## config.mk

```make
export PLATFORM = sky130hd
export DESIGN_NAME = bcd_gate_counter
export DESIGN_NICKNAME = d
export VERILOG_FILES = /design/src/rtl/freq_pkg.sv /design/src/rtl/bcd_digit.sv /design/src/rtl/bcd_gate_counter.sv
export SDC_FILE = /design/constraint.sdc
export NUM_CORES = 1
export LEC_CHECK = 0
export CORE_ASPECT_RATIO = 2
export CORE_MARGIN = 4
export CORE_UTILIZATION = 50
export CTS_CLUSTER_DIAMETER = 40
export DETAILED_ROUTE_END_ITERATION = 10
export DONT_BUFFER_PORTS = 1
export GPL_TIMING_DRIVEN = 1
export PLACE_DENSITY = 0.7
export REMOVE_ABC_BUFFERS = 1
export SLEW_MARGIN = 20
export SYNTH_ARGS = -nofsm -noshare
export SYNTH_HDL_FRONTEND = slang
export SYNTH_SLANG_ARGS = --single-unit
```

## constraint.sdc

```tcl
create_clock -name clk -period 5.8 [get_ports clk]
set_input_delay 1.45 -clock clk [delete_from_list [all_inputs] [get_ports clk]]
set_output_delay 1.45 -clock clk [all_outputs]
set_load 0.01 [all_outputs]
```

## src/rtl/freq_pkg.sv

```systemverilog
// freq_pkg: shared constants and helpers for the frequency-meter counter datapath
package freq_pkg;
  localparam int DIGIT_W = 4;
  localparam int MAX_DIGITS = 10;
  localparam logic [DIGIT_W-1:0] BCD_MAX = 4'd9;
  function automatic logic bcd_all_nines(input logic [DIGIT_W*MAX_DIGITS-1:0] v, input int digits);
    logic r;
    r = 1'b1;
    for (int i = 0; i < MAX_DIGITS; i++)
      if (i < digits && v[DIGIT_W*i +: DIGIT_W] != BCD_MAX) r = 1'b0;
    return r;
  endfunction
endpackage

```

## src/rtl/bcd_digit.sv

```systemverilog
// bcd_digit: one BCD decade, counts 0..9 on inc, flags when it sits at 9
module bcd_digit
  import freq_pkg::*;
(
  input  logic               clk,
  input  logic               rst_n,
  input  logic               clr,
  input  logic               inc,
  output logic [DIGIT_W-1:0] q,
  output logic               at9
);
  assign at9 = q == BCD_MAX;
  always_ff @(posedge clk or negedge rst_n)
    if (!rst_n) q <= '0;
    else if (clr) q <= '0;
    else if (inc) q <= at9 ? '0 : q + 4'd1;
endmodule

```

## src/rtl/bcd_gate_counter.sv

```systemverilog
// bcd_gate_counter: cascaded BCD + binary event counter with gapless gate snapshot
module bcd_gate_counter
  import freq_pkg::*;
#(
  parameter int DIGITS = 8,
  parameter int BIN_W  = 32
) (
  input  logic                      clk,
  input  logic                      rst_n,
  input  logic                      en,
  input  logic                      clr,
  input  logic                      latch,
  output logic [DIGIT_W*DIGITS-1:0] bcd,
  output logic [BIN_W-1:0]          bin,
  output logic                      carry,
  output logic                      ovf,
  output logic [DIGIT_W*DIGITS-1:0] bcd_q,
  output logic [BIN_W-1:0]          bin_q,
  output logic                      ovf_q,
  output logic                      q_valid
);
  localparam int BW = DIGIT_W * DIGITS;
  logic [DIGITS-1:0] inc, at9;
  logic [BW-1:0]     nxt_bcd;
  logic [BIN_W-1:0]  nxt_bin;
  logic              wrap;
  genvar k;
  generate
    for (k = 0; k < DIGITS; k++) begin : g_digit
      if (k == 0) begin : g_lsd
        assign inc[k] = en;
      end else begin : g_upper
        assign inc[k] = en & (&at9[k-1:0]);
      end
      bcd_digit u_digit (
        .clk  (clk),
        .rst_n(rst_n),
        .clr  (clr),
        .inc  (inc[k]),
        .q    (bcd[DIGIT_W*k +: DIGIT_W]),
        .at9  (at9[k])
      );
      // Mirror of the digit's own update so the snapshot can include this cycle's event
      assign nxt_bcd[DIGIT_W*k +: DIGIT_W] = !inc[k] ? bcd[DIGIT_W*k +: DIGIT_W] :
                                             at9[k]  ? '0 : bcd[DIGIT_W*k +: DIGIT_W] + 4'd1;
    end
  endgenerate
  assign nxt_bin = bin + BIN_W'(en);
  assign wrap    = en & bcd_all_nines((DIGIT_W*MAX_DIGITS)'(bcd), DIGITS);
  always_ff @(posedge clk or negedge rst_n)
    if (!rst_n) begin
      bin     <= '0;
      carry   <= 1'b0;
      ovf     <= 1'b0;
      bcd_q   <= '0;
      bin_q   <= '0;
      ovf_q   <= 1'b0;
      q_valid <= 1'b0;
    end else begin
      bin     <= clr ? '0 : nxt_bin;
      carry   <= wrap;
      ovf     <= clr ? 1'b0 : ovf | wrap;
      q_valid <= latch;
      if (latch) begin
        bcd_q <= nxt_bcd;
        bin_q <= nxt_bin;
        ovf_q <= ovf | wrap;
      end
    end
endmodule

```

==> key figures, run 1 <==
Status
  – Status: finished, final reports clean

Logic synthesis
  – Multiplexer area fraction after synthesis: 0.723%
  – Simple-gate share of the synthesized area: 22.7%
  – Synth Flop Type: dfrtp_1
  – Synthesized area: 0.00606 mm2
  – YS warnings: 0
  – Post-Synthesis Cells: 609
  – Sequential cell area fraction in the yosys report: 54.5%
  – Syn_area_per_cell: 9.95 um2
  – Synth Area in XOR/XNOR: 3.03%
  – Post-synth ARST share: 100%
  – Post-synth EDFFs: 0
  – Cell variety after synth: 52
  – Synth Area in Compound Gates: 15.4%
  – Main combinational cell family by area after synthesis: simple AND/OR/NAND/NOR gates
  – Synth Area in Adders: 0.413%
  – FF+latch count, synth: 132

Cells and area
  – Share of cells above drive strength 1: 7.25%
  – Finished Layout Cells: 752
  – Nets@finish: 601
  – Leading cell type in the layout, fill and taps excluded: dfrtp_1
  – Most frequent cells in the layout: 132 x dfrtp_1, 93 x nor2_1, 63 x a21oi_1
  – Area Overhead vs Synth: 10.5%
  – Diode count: 0

Critical path
  – R2r setup slk: 3230 ps
  – Setup CP Type: primary input to register
  – CP Launch Point: en
  – Worst setup path endpoint: bin_q[20]
  – CP peak stage delay: 610 ps
  – Slowest-stage cell, CP: or3_1
  – Worst path required time: 6140 ps
  – CP Launch Type: primary input
  – Most used cell, CP: ha_1
  – Critical-path cell list: ha_1 > ha_1 > nand3_1 > or3_1 > or4_1 > a31oi_1
  – Worst r2r src: bin[0]
  – CP endpoint kind: register
  – FF-to-FF path depth: 6
  – Reg2reg end: bin_q[20]
  – Critical Path AT: 3470 ps
  – Crit path max fanout: 12

Drt
  – Final ANT Viol Nets: 0
  – Vias: 4758
  – WL per Instance: 20.3 um
  – Number of remaining DRC errors: 0
  – Initial DRT Pass Iterations: 4
  – Drt via density: 6.33
  – WL final: 15300 um
  – Initial DRC count: 216

Place
  – # port buffers: 0
  – GPL Wtd Cong: 0.855
  – DP HPWL: 10200 um
  – Placed Cells: 720

Global routing
  – All-layer global routing usage: 22.4%
  – Vias in the first global route: 4855
  – Largest net degree at the start of global routing: 133
  – Grt ovf: 0
  – Initial antenna violation count: 0
  – Global-route wire length before repair: 24800 um

CTS
  – CTS resizes: 0
  – Clk slew on worst S/H paths: 60 ps
  – CTS tree: built
  – Clock sink total: 132
  – CTS max path bufs: 2
  – CTS buffer count: 17
  – Post-CTS setup buffers: 0
  – Root buffer cell: clkbuf_16
  – H-tree depth: 4
  – Hold Buf Count CTS: 0
  – Insertion delay to the later sink of the worst-skew pair: 420 ps

Pwr
  – Cell Pwr Density: 314 mW/mm2
  – Worst IR Drop VDD: 0.000225 V
  – Total power: 2.11 mW
  – P_leak: 2.65 nW

Timing
  – Worst Tran Pin Value: 879 ps
  – Worst slew margin: 40.8%
  – Setup TNS: 0 ps
  – F_max: 320 MHz
  – Slew Viols, Final: 0
  – Final Hold Vio Count: 0
  – Unrepaired setup endpoints after global routing: no
  – Final critical-path required period: 3130 ps
  – Endpoints failing setup: 0
  – Final cycle utilization of the critical path: 54.0%
  – Setup Skew: 7.69 ps

Die
  – I/O pin cnt: 137
  – Die width: 85.9 um
  – Die area: 0.0141 mm2
  – Die extent in y: 164 um
  – Core area: 0.0118 mm2
  – Initial core utilization: 51.5%
  – Rows: 56

Min path
  – Hold Crit Class: register to register
  – WHS Path Cells: 2

Flow run
  – Max-cap viol count: 0
-- how the worst min path moves through the flow --
stage	from	end	slack, ps
floorplan	ovf_q	ovf_q	550
global placement	bin_q[12]	bin_q[12]	570
detailed placement	bcd_q[15]	bcd_q[15]	580
CTS	ovf_q	ovf_q	590
global route	bin_q[14]	bin_q[14]	610
finish	ovf_q	ovf_q	580
-- sequential cells by signal, summed over array words and instances, names as in the netlist --
register	flops
bcd_q	32
bin	32
bin_q	32
g_digit.u_digit.q	32
carry	1
ovf	1
ovf_q	1
q_valid	1
-- synthesized netlist by cell type, drive strengths merged, types with 2 or more instances --
| master | n | share of area [%] |
|---|---|---|
| a21boi | 2 | 0.25 |
| a21oi | 63 | 5.2 |
| a22oi | 2 | 0.25 |
| a311o | 2 | 0.33 |
| a31oi | 32 | 3.3 |
| and3 | 5 | 0.52 |
| and4 | 3 | 0.43 |
| and4b | 3 | 0.50 |
| and4bb | 3 | 0.62 |
| buf | 5 | 0.37 |
| clkbuf | 30 | 1.9 |
| dfrtp | 132 | 55 |
| ha | 2 | 0.41 |
| inv | 15 | 0.93 |
| mux2 | 3 | 0.56 |
| nand2 | 18 | 1.1 |
| nand2b | 10 | 1.0 |
| nand3 | 20 | 1.7 |
| nand3b | 2 | 0.25 |
| nand4 | 10 | 1.0 |
| nand4b | 4 | 0.58 |
| nand4bb | 5 | 1.2 |
| nor2 | 93 | 5.8 |
| nor2b | 13 | 1.3 |
| nor3 | 4 | 0.33 |
| nor3b | 2 | 0.25 |
| nor4 | 8 | 0.83 |
| nor4b | 2 | 0.29 |
| nor4bb | 2 | 0.33 |
| o2111ai | 2 | 0.29 |
| o211ai | 3 | 0.37 |
| o21ai | 18 | 1.5 |
| o31a | 3 | 0.43 |
| o31ai | 21 | 2.6 |
| o41ai | 2 | 0.29 |
| or3 | 10 | 1.0 |
| or3b | 2 | 0.29 |
| or4 | 24 | 3.0 |
| xnor2 | 15 | 2.2 |
| xor2 | 6 | 0.87 |
-- cell families after synthesis --
| family | count (synthesis) |
|---|---|
| adder cells (fa/ha/maj) | 2 |
| buffers and inverters | 50 |
| XOR/XNOR | 21 |
| flip-flops | 132 |
| AND/OR/NAND/NOR | 246 |
| AO/OA/AOI/OAI | 154 |
| multiplexers | 4 |
-- routing by layer --
| layer | vias up | global-route usage, % | routed length [um] |
|---|---|---|---|
| li1 | 2219 | - | - |
| met1 | 2325 | 23.2 | 5430 |
| met2 | 176 | 40.1 | 8300 |
| met3 | 38 | 5.97 | 1010 |
| met4 | 0 | 12.8 | 545 |
| met5 | - | 0 | 0 |
-- cell type report --
cell class,count,area [um2]
inverter,15,56.3
clock inverter,12,119
tap,145,181
clock buffer,20,467
fill,1004,5070
timing repair buffer,1,7.51
multi-input combinational,427,2570
sequential,132,3300
-- critical path: cells and delay by family --
kind / cells / cell delay [ps]
simple gates: 3 / 1440
fa+ha+maj: 2 / 390
compound gates: 1 / 180
-- stage by stage --
step | utilization [%] | area, um2 | hold slack (ps) | setup slack, ps
4_1_cts | 56.9 | 6700 | 590 | 2680
5_1_grt | 56.9 | 6700 | 613 | 2490
6_report | 56.9 | 6700 | 582 | 2670
2_1_floorplan | - | 5930 | 547 | 2250
3_3_place_gp | 51.9 | 6110 | 570 | 2310
3_5_place_dp | 51.9 | 6110 | 576 | 2250
-- report_power, final --
group          internal [mW]  switching (mW)  total [mW]
Sequential             0.955          0.0465        1.00
Combinational         0.0215          0.0181      0.0397
Clock                  0.631           0.433        1.06
No activity file was read; power rests on OpenSTA's default activity.
==> inputs of run 2 (changes only) <==
==> constraint.sdc (replaced) <==
create_clock -name clk -period 3 [get_ports clk]
set_input_delay 0.75 -clock clk [delete_from_list [all_inputs] [get_ports clk]]
set_output_delay 0.75 -clock clk [all_outputs]
set_load 0.01 [all_outputs]
==> run 2 against run 1 <==
Net effect:
- clock power increased by 120%
- core utilization is 1.4 points higher
- hold slack got worse by 540 ps
- flip-flop and latch count did not move
- largest power group unchanged
- clock skew rose by 4.5 ps
- die area is the same
- sequential share of layout area decreased by 1.2 points
- count of clock-buffer cells in the layout rose by 1
- first-iteration DRC count up 29%
- via count is 0.99% higher
- global-route usage up 0.59 points
- combinational power grew 93%
==> key figures, run 2 (same netlist as run 1, synthesis figures left out) <==
Place
  – DP HPWL: 10700 um (+4.3%)
  – # port buffers: 0 (unchanged)
  – GPL Wtd Cong: 0.815 (-4.7%)

Timing
  – Endpoints failing setup: 0 (unchanged)
  – Worst hold margin: 40.0 ps (-542 ps)
  – Slew Viols, Final: 0 (unchanged)
  – Final Hold Vio Count: 0 (unchanged)
  – Final cycle utilization of the critical path: 81.0%
  – Worst Tran Pin Value: 582 ps (-297 ps)
  – Unrepaired setup endpoints after global routing: no
  – F_max: 411 MHz
  – Worst slew margin: 60.8% (+20 points)
  – Setup Skew: 12.1 ps (+4.46 ps)
  – Final critical-path required period: 2430 ps
  – Setup TNS: 0 ps (unchanged)

Cells and area
  – Most frequent cells in the layout: 132 x dfrtp_1, 93 x nor2_1, 63 x a21oi_1
  – Fillers: 1011 (+0.70%)
  – Nets@finish: 612 (+1.8%)
  – Share of cells above drive strength 1: 8.74% (+1.5 points)
  – Diode count: 0 (unchanged)
  – Leading cell type in the layout, fill and taps excluded: dfrtp_1
  – Area Overhead vs Synth: 13.3%

Critical path
  – Critical Path AT: 2750 ps (-720 ps)
  – Worst r2r src: bin[0]
  – CP Launch Type: register
  – FF-to-FF path depth: 6 (unchanged)
  – Worst path required time: 3320 ps (-2820 ps)
  – R2r setup slk: 570 ps (-2660 ps)
  – CP endpoint kind: register
  – Crit path max fanout: 12 (unchanged)
  – Setup CP Type: register to register
  – Reg2reg end: bin_q[20]

Drt
  – WL final: 15700 um (+2.6%)
  – Initial DRT Pass Iterations: 5 (+1)
  – Number of remaining DRC errors: 0 (unchanged)
  – Drt via density: 6.30 (-0.47%)
  – Vias: 4805 (+0.99%)
  – Initial DRC count: 279 (+29%)
  – Final ANT Viol Nets: 0 (unchanged)
  – WL per Instance: 20.6 um (+1.2%)

Die
  – Die area: 0.0141 mm2 (unchanged)
  – I/O pin cnt: 137 (unchanged)
  – Rows: 56 (unchanged)
  – Core area: 0.0118 mm2 (unchanged)
  – Die width: 85.9 um (unchanged)
  – Initial core utilization: 51.5% (unchanged)
  – Die extent in y: 164 um (unchanged)

Global routing
  – Vias in the first global route: 4920 (+1.3%)
  – Grt ovf: 0 (unchanged)
  – Initial antenna violation count: 0 (unchanged)
  – All-layer global routing usage: 23.0% (+0.59 points)
  – Global-route wire length before repair: 25600 um (+3.2%)
  – Largest net degree at the start of global routing: 133 (unchanged)

CTS
  – Clock sink total: 132 (unchanged)
  – H-tree depth: 4 (unchanged)
  – Root buffer cell: clkbuf_16
  – Post-CTS setup buffers: 0 (unchanged)
  – CTS max path bufs: 2 (unchanged)
  – Clk slew on worst S/H paths: 60 ps (about the same)
  – CTS resizes: 0 (unchanged)
  – CTS buffer count: 17 (unchanged)
  – Hold Buf Count CTS: 0 (unchanged)
  – Insertion delay to the later sink of the worst-skew pair: 410 ps (about the same)
  – CTS tree: built

Status
  – Status: finished, final reports clean

Pwr
  – P_leak: 2.75 nW (+3.6%)
  – Cell Pwr Density: 633 mW/mm2 (+100%)
  – Worst IR Drop VDD: 0.000494 V (+120%)
  – Total power: 4.35 mW (+110%)

Flow run
  – Max-cap viol count: 0 (unchanged)

Min path
  – Hold Crit Class: primary input to async pin
-- run 2: changes by cell type in the layout (fill, tap and decap cells not counted) --
cell	change
clkbuf_1	+1
bufinv_16	+4
inv_6	-3
clkinvlp_4	-2
buf_4	+11
-- run 2: worst max-delay path by stage --
| stage | from | endpoint | slack, ps | cells past startpoint |
|---|---|---|---|---|
| final | bin[0] | bin_q[20] | 570 | 6 |
| after global routing | bin[0] | bin_q[20] | 430 | 6 |
| after CTS | bin[0] | bin_q[20] | 590 | 6 |
| after detailed placement | en | bin_q[20] | 310 | 6 |
| after global placement | en | bin_q[20] | 380 | 6 |
| after floorplan | en | bcd_q[23] | 150 | 4 |
-- run 2: cell type report --
class / count / area (um2) / area share, %
multi-input combinational: 427 / 2570 / 37.4
timing repair buffer: 12 / 90.1 / 1.31
tap: 145 / 181 / 2.64
clock inverter: 11 / 198 / 2.88
sequential: 132 / 3300 / 48.1
inverter: 15 / 56.3 / 0.820
clock buffer: 21 / 470 / 6.85
-- run 2: routing by layer --
| layer | vias to the layer above | part of all wire [%] | track usage (%) |
|---|---|---|---|
| li1 | 2243 | - | - |
| met4 | 0 | 1.8 | 8.93 |
| met2 | 161 | 58 | 43.0 |
| met5 | - | 0 | 0 |
| met1 | 2383 | 34 | 23.8 |
| met3 | 18 | 6.3 | 6.38 |
-- run 2: stage by stage --
step	worst slack [ps]	utilization, %	instance area, um2	std cells
after floorplan	145	-	5930	574
after global placement	379	52.6	6200	731
after detailed placement	307	52.6	6200	731
after CTS	589	58.3	6870	763
after global routing	428	58.3	6870	763
final	570	58.3	6870	763
-- run 2: report_power, final --
part | leakage (nW) | total [mW] | switching (mW) | internal, mW
logic | 0.676 | 0.0767 | 0.0354 | 0.0413
clock network | 0.324 | 2.33 | 0.782 | 1.55
registers | 1.75 | 1.94 | 0.0911 | 1.85
-- run 2: critical path: stages, from the launching register on --
cell and delay (ps):
dfrtp_1 420, ha_1 230, ha_1 220, nand3_1 110, or3_1 580, or4_1 600
a31oi_1 190
==> inputs of run 3 (changes only) <==
==> constraint.sdc (replaced) <==
create_clock -name clk -period 2.4 [get_ports clk]
set_input_delay 0.6 -clock clk [delete_from_list [all_inputs] [get_ports clk]]
set_output_delay 0.6 -clock clk [all_outputs]
set_load 0.01 [all_outputs]
==> run 3 against run 2 <==
Net effect:
- the flow now finishes with violations (negative hold slack)
- critical endpoint is now bcd_q[23]
- final area rose by 3.6%
- register-to-register slack got worse by 460 ps
- flip-flop and latch count did not move
- hold slack got worse by 160 ps
- cell count rose by 5.6%
- sequential share of layout area fell by 1.7 points
- largest cell class unchanged
- highest routed layer unchanged
==> key figures, run 3 (same netlist as run 1, synthesis figures left out) <==
Status
  – Status: complete, but fails checks
  – Failing checks: negative hold slack

CTS
  – CTS buffer count: 17 (unchanged)
  – CTS max path bufs: 2 (unchanged)
  – Clock sink total: 132 (unchanged)
  – Root buffer cell: clkbuf_16
  – CTS tree: built
  – Insertion delay to the later sink of the worst-skew pair: 420 ps (about the same)
  – Post-CTS setup buffers: 0 (unchanged)
  – Clk slew on worst S/H paths: 60 ps (about the same)
  – H-tree depth: 4 (unchanged)

Critical path
  – CP endpoint kind: register
  – Reg2reg end: bcd_q[23]
  – R2r setup slk: 110 ps (-460 ps)
  – Worst r2r src: g_digit[2].u_digit.q[1]
  – Worst path required time: 2720 ps (-600 ps)
  – CP Launch Type: register
  – Crit path max fanout: 33 (+21)
  – Setup CP Type: register to register
  – Critical Path AT: 2610 ps (-140 ps)
  – FF-to-FF path depth: 5 (-1)

Timing
  – Final Hold Vio Count: 132 (+132)
  – Final critical-path required period: 2290 ps (-142 ps)
  – Final cycle utilization of the critical path: 95.3% (+14 points)
  – Worst Slack Setup Final: 112 ps (-458 ps)
  – Worst slew margin: 69.2% (+8.3 points)
  – Worst hold margin: -124 ps (-164 ps)
  – Slew Viols, Final: 0 (unchanged)
  – F_max: 437 MHz (+6.2%)
  – Endpoints failing setup: 0 (unchanged)
  – Setup TNS: 0 ps (unchanged)
  – Worst Tran Pin Value: 463 ps (-119 ps)
  – Setup Skew: 9.80 ps (-2.35 ps)

Min path
  – Hold Crit Class: primary input to async pin

Drt
  – Number of remaining DRC errors: 0 (unchanged)
  – Final ANT Viol Nets: 0 (unchanged)
  – Vias: 4943 (+2.9%)
  – Drt via density: 6.13 (-2.6%)
  – WL final: 16100 um (+2.7%)
  – Initial DRT Pass Iterations: 6 (+1)
  – WL per Instance: 20.0 um (-2.7%)
  – Initial DRC count: 245 (-12%)

Place
  – # port buffers: 0 (unchanged)
  – Placed inst area: 0.00653 mm2 (+5.4%)
  – Post-Place Setup Slack: -159 ps (-466 ps)
  – GPL Wtd Cong: 0.824 (+1.1%)
  – DP HPWL: 11000 um (+3.3%)
  – Placed Cells: 774 (+5.9%)

Die
  – Core area: 0.0118 mm2 (unchanged)
  – Initial core utilization: 51.5% (unchanged)
  – Rows: 56 (unchanged)
  – I/O pin cnt: 137 (unchanged)
  – Die extent in y: 164 um (unchanged)
  – Die area: 0.0141 mm2 (unchanged)
  – Die width: 85.9 um (unchanged)

Flow run
  – Max-cap viol count: 0 (unchanged)

Global routing
  – Largest net degree at the start of global routing: 133 (unchanged)
  – Global-route wire length before repair: 26100 um (+2.0%)
  – Vias in the first global route: 5151 (+4.7%)
  – All-layer global routing usage: 23.7% (+0.67 points)
  – Initial antenna violation count: 0 (unchanged)
  – Grt ovf: 0 (unchanged)

Pwr
  – Cell Pwr Density: 705 mW/mm2 (+11%)
  – P_leak: 2.91 nW (+6.0%)
  – Worst IR Drop VDD: 0.000511 V (+3.4%)
  – Total power: 5.01 mW (+15%)

Cells and area
  – Diode count: 0 (unchanged)
  – Leading cell type in the layout, fill and taps excluded: dfrtp_1
  – Finished Layout Cells: 806 (+5.6%)
  – Fin util: 60.4% (+2.1 points)
  – Post-Layout Inst Area: 0.00711 mm2 (+3.6%)
  – Nets@finish: 655 (+7.0%)
  – Most frequent cells in the layout: 132 x dfrtp_1, 93 x nor2_1, 63 x a21oi_1
  – Share of cells above drive strength 1: 15.1% (+6.4 points)
  – Area Overhead vs Synth: 17.4%
==> run 3: what timing repair did <==
item | 4_1_cts | 5_1_grt
endpoints found under the setup margin | 2 | 6
gates cloned | 0 | 0
gates resized for setup | 1 | 2
endpoints found under the hold margin | 132 | 132
==> run 3: routing by layer <==
metal | routed length [um] | global-route usage (%) | up-vias | part of all wire (%)
met3 | 961 | 6.38 | 33 | 6.0
met2 | 9110 | 43.7 | 150 | 57
li1 | - | - | 2319 | -
met4 | 448 | 12.0 | 0 | 2.8
met1 | 5600 | 23.9 | 2441 | 35
met5 | 0 | 0 | - | 0
==> run 3: area by class of cell <==
cell class	count	area (um2)
Tap cell	145	181
Timing Repair Buffer	55	425
Clock buffer	19	443
Multi-Input combinational cell	427	2580
Sequential cell	132	3300
Fill cell	1000	4660
Inverter	15	56.3
Clock inverter	13	124
==> run 3: worst max-delay path, cell delays in order, from the launching register on <==
cell and delay [ps]:
dfrtp_1 390, nor4bb_2 440, nand4_1 230, buf_12 220
or4_2 670, a41oi_1 250
==> run 3: how the worst max path moves through the flow <==
stage,startpoint,to,slack (ps),cells past startpoint
6_report,g_digit[2].u_digit.q[1],bcd_q[23],110,5
5_1_grt,bin[0],bin_q[22],-7,7
4_1_cts,bin[0],bin_q[20],80,6
3_5_place_dp,en,bin_q[20],-160,6
3_3_place_gp,en,bin_q[20],-100,6
2_1_floorplan,en,bcd_q[23],-300,4
==> run 3: power breakdown <==
group,switching (mW),internal (mW)
clock,1.02,1.46
sequential,0.103,2.31
combinational,0.0569,0.0607
total,1.18,3.83
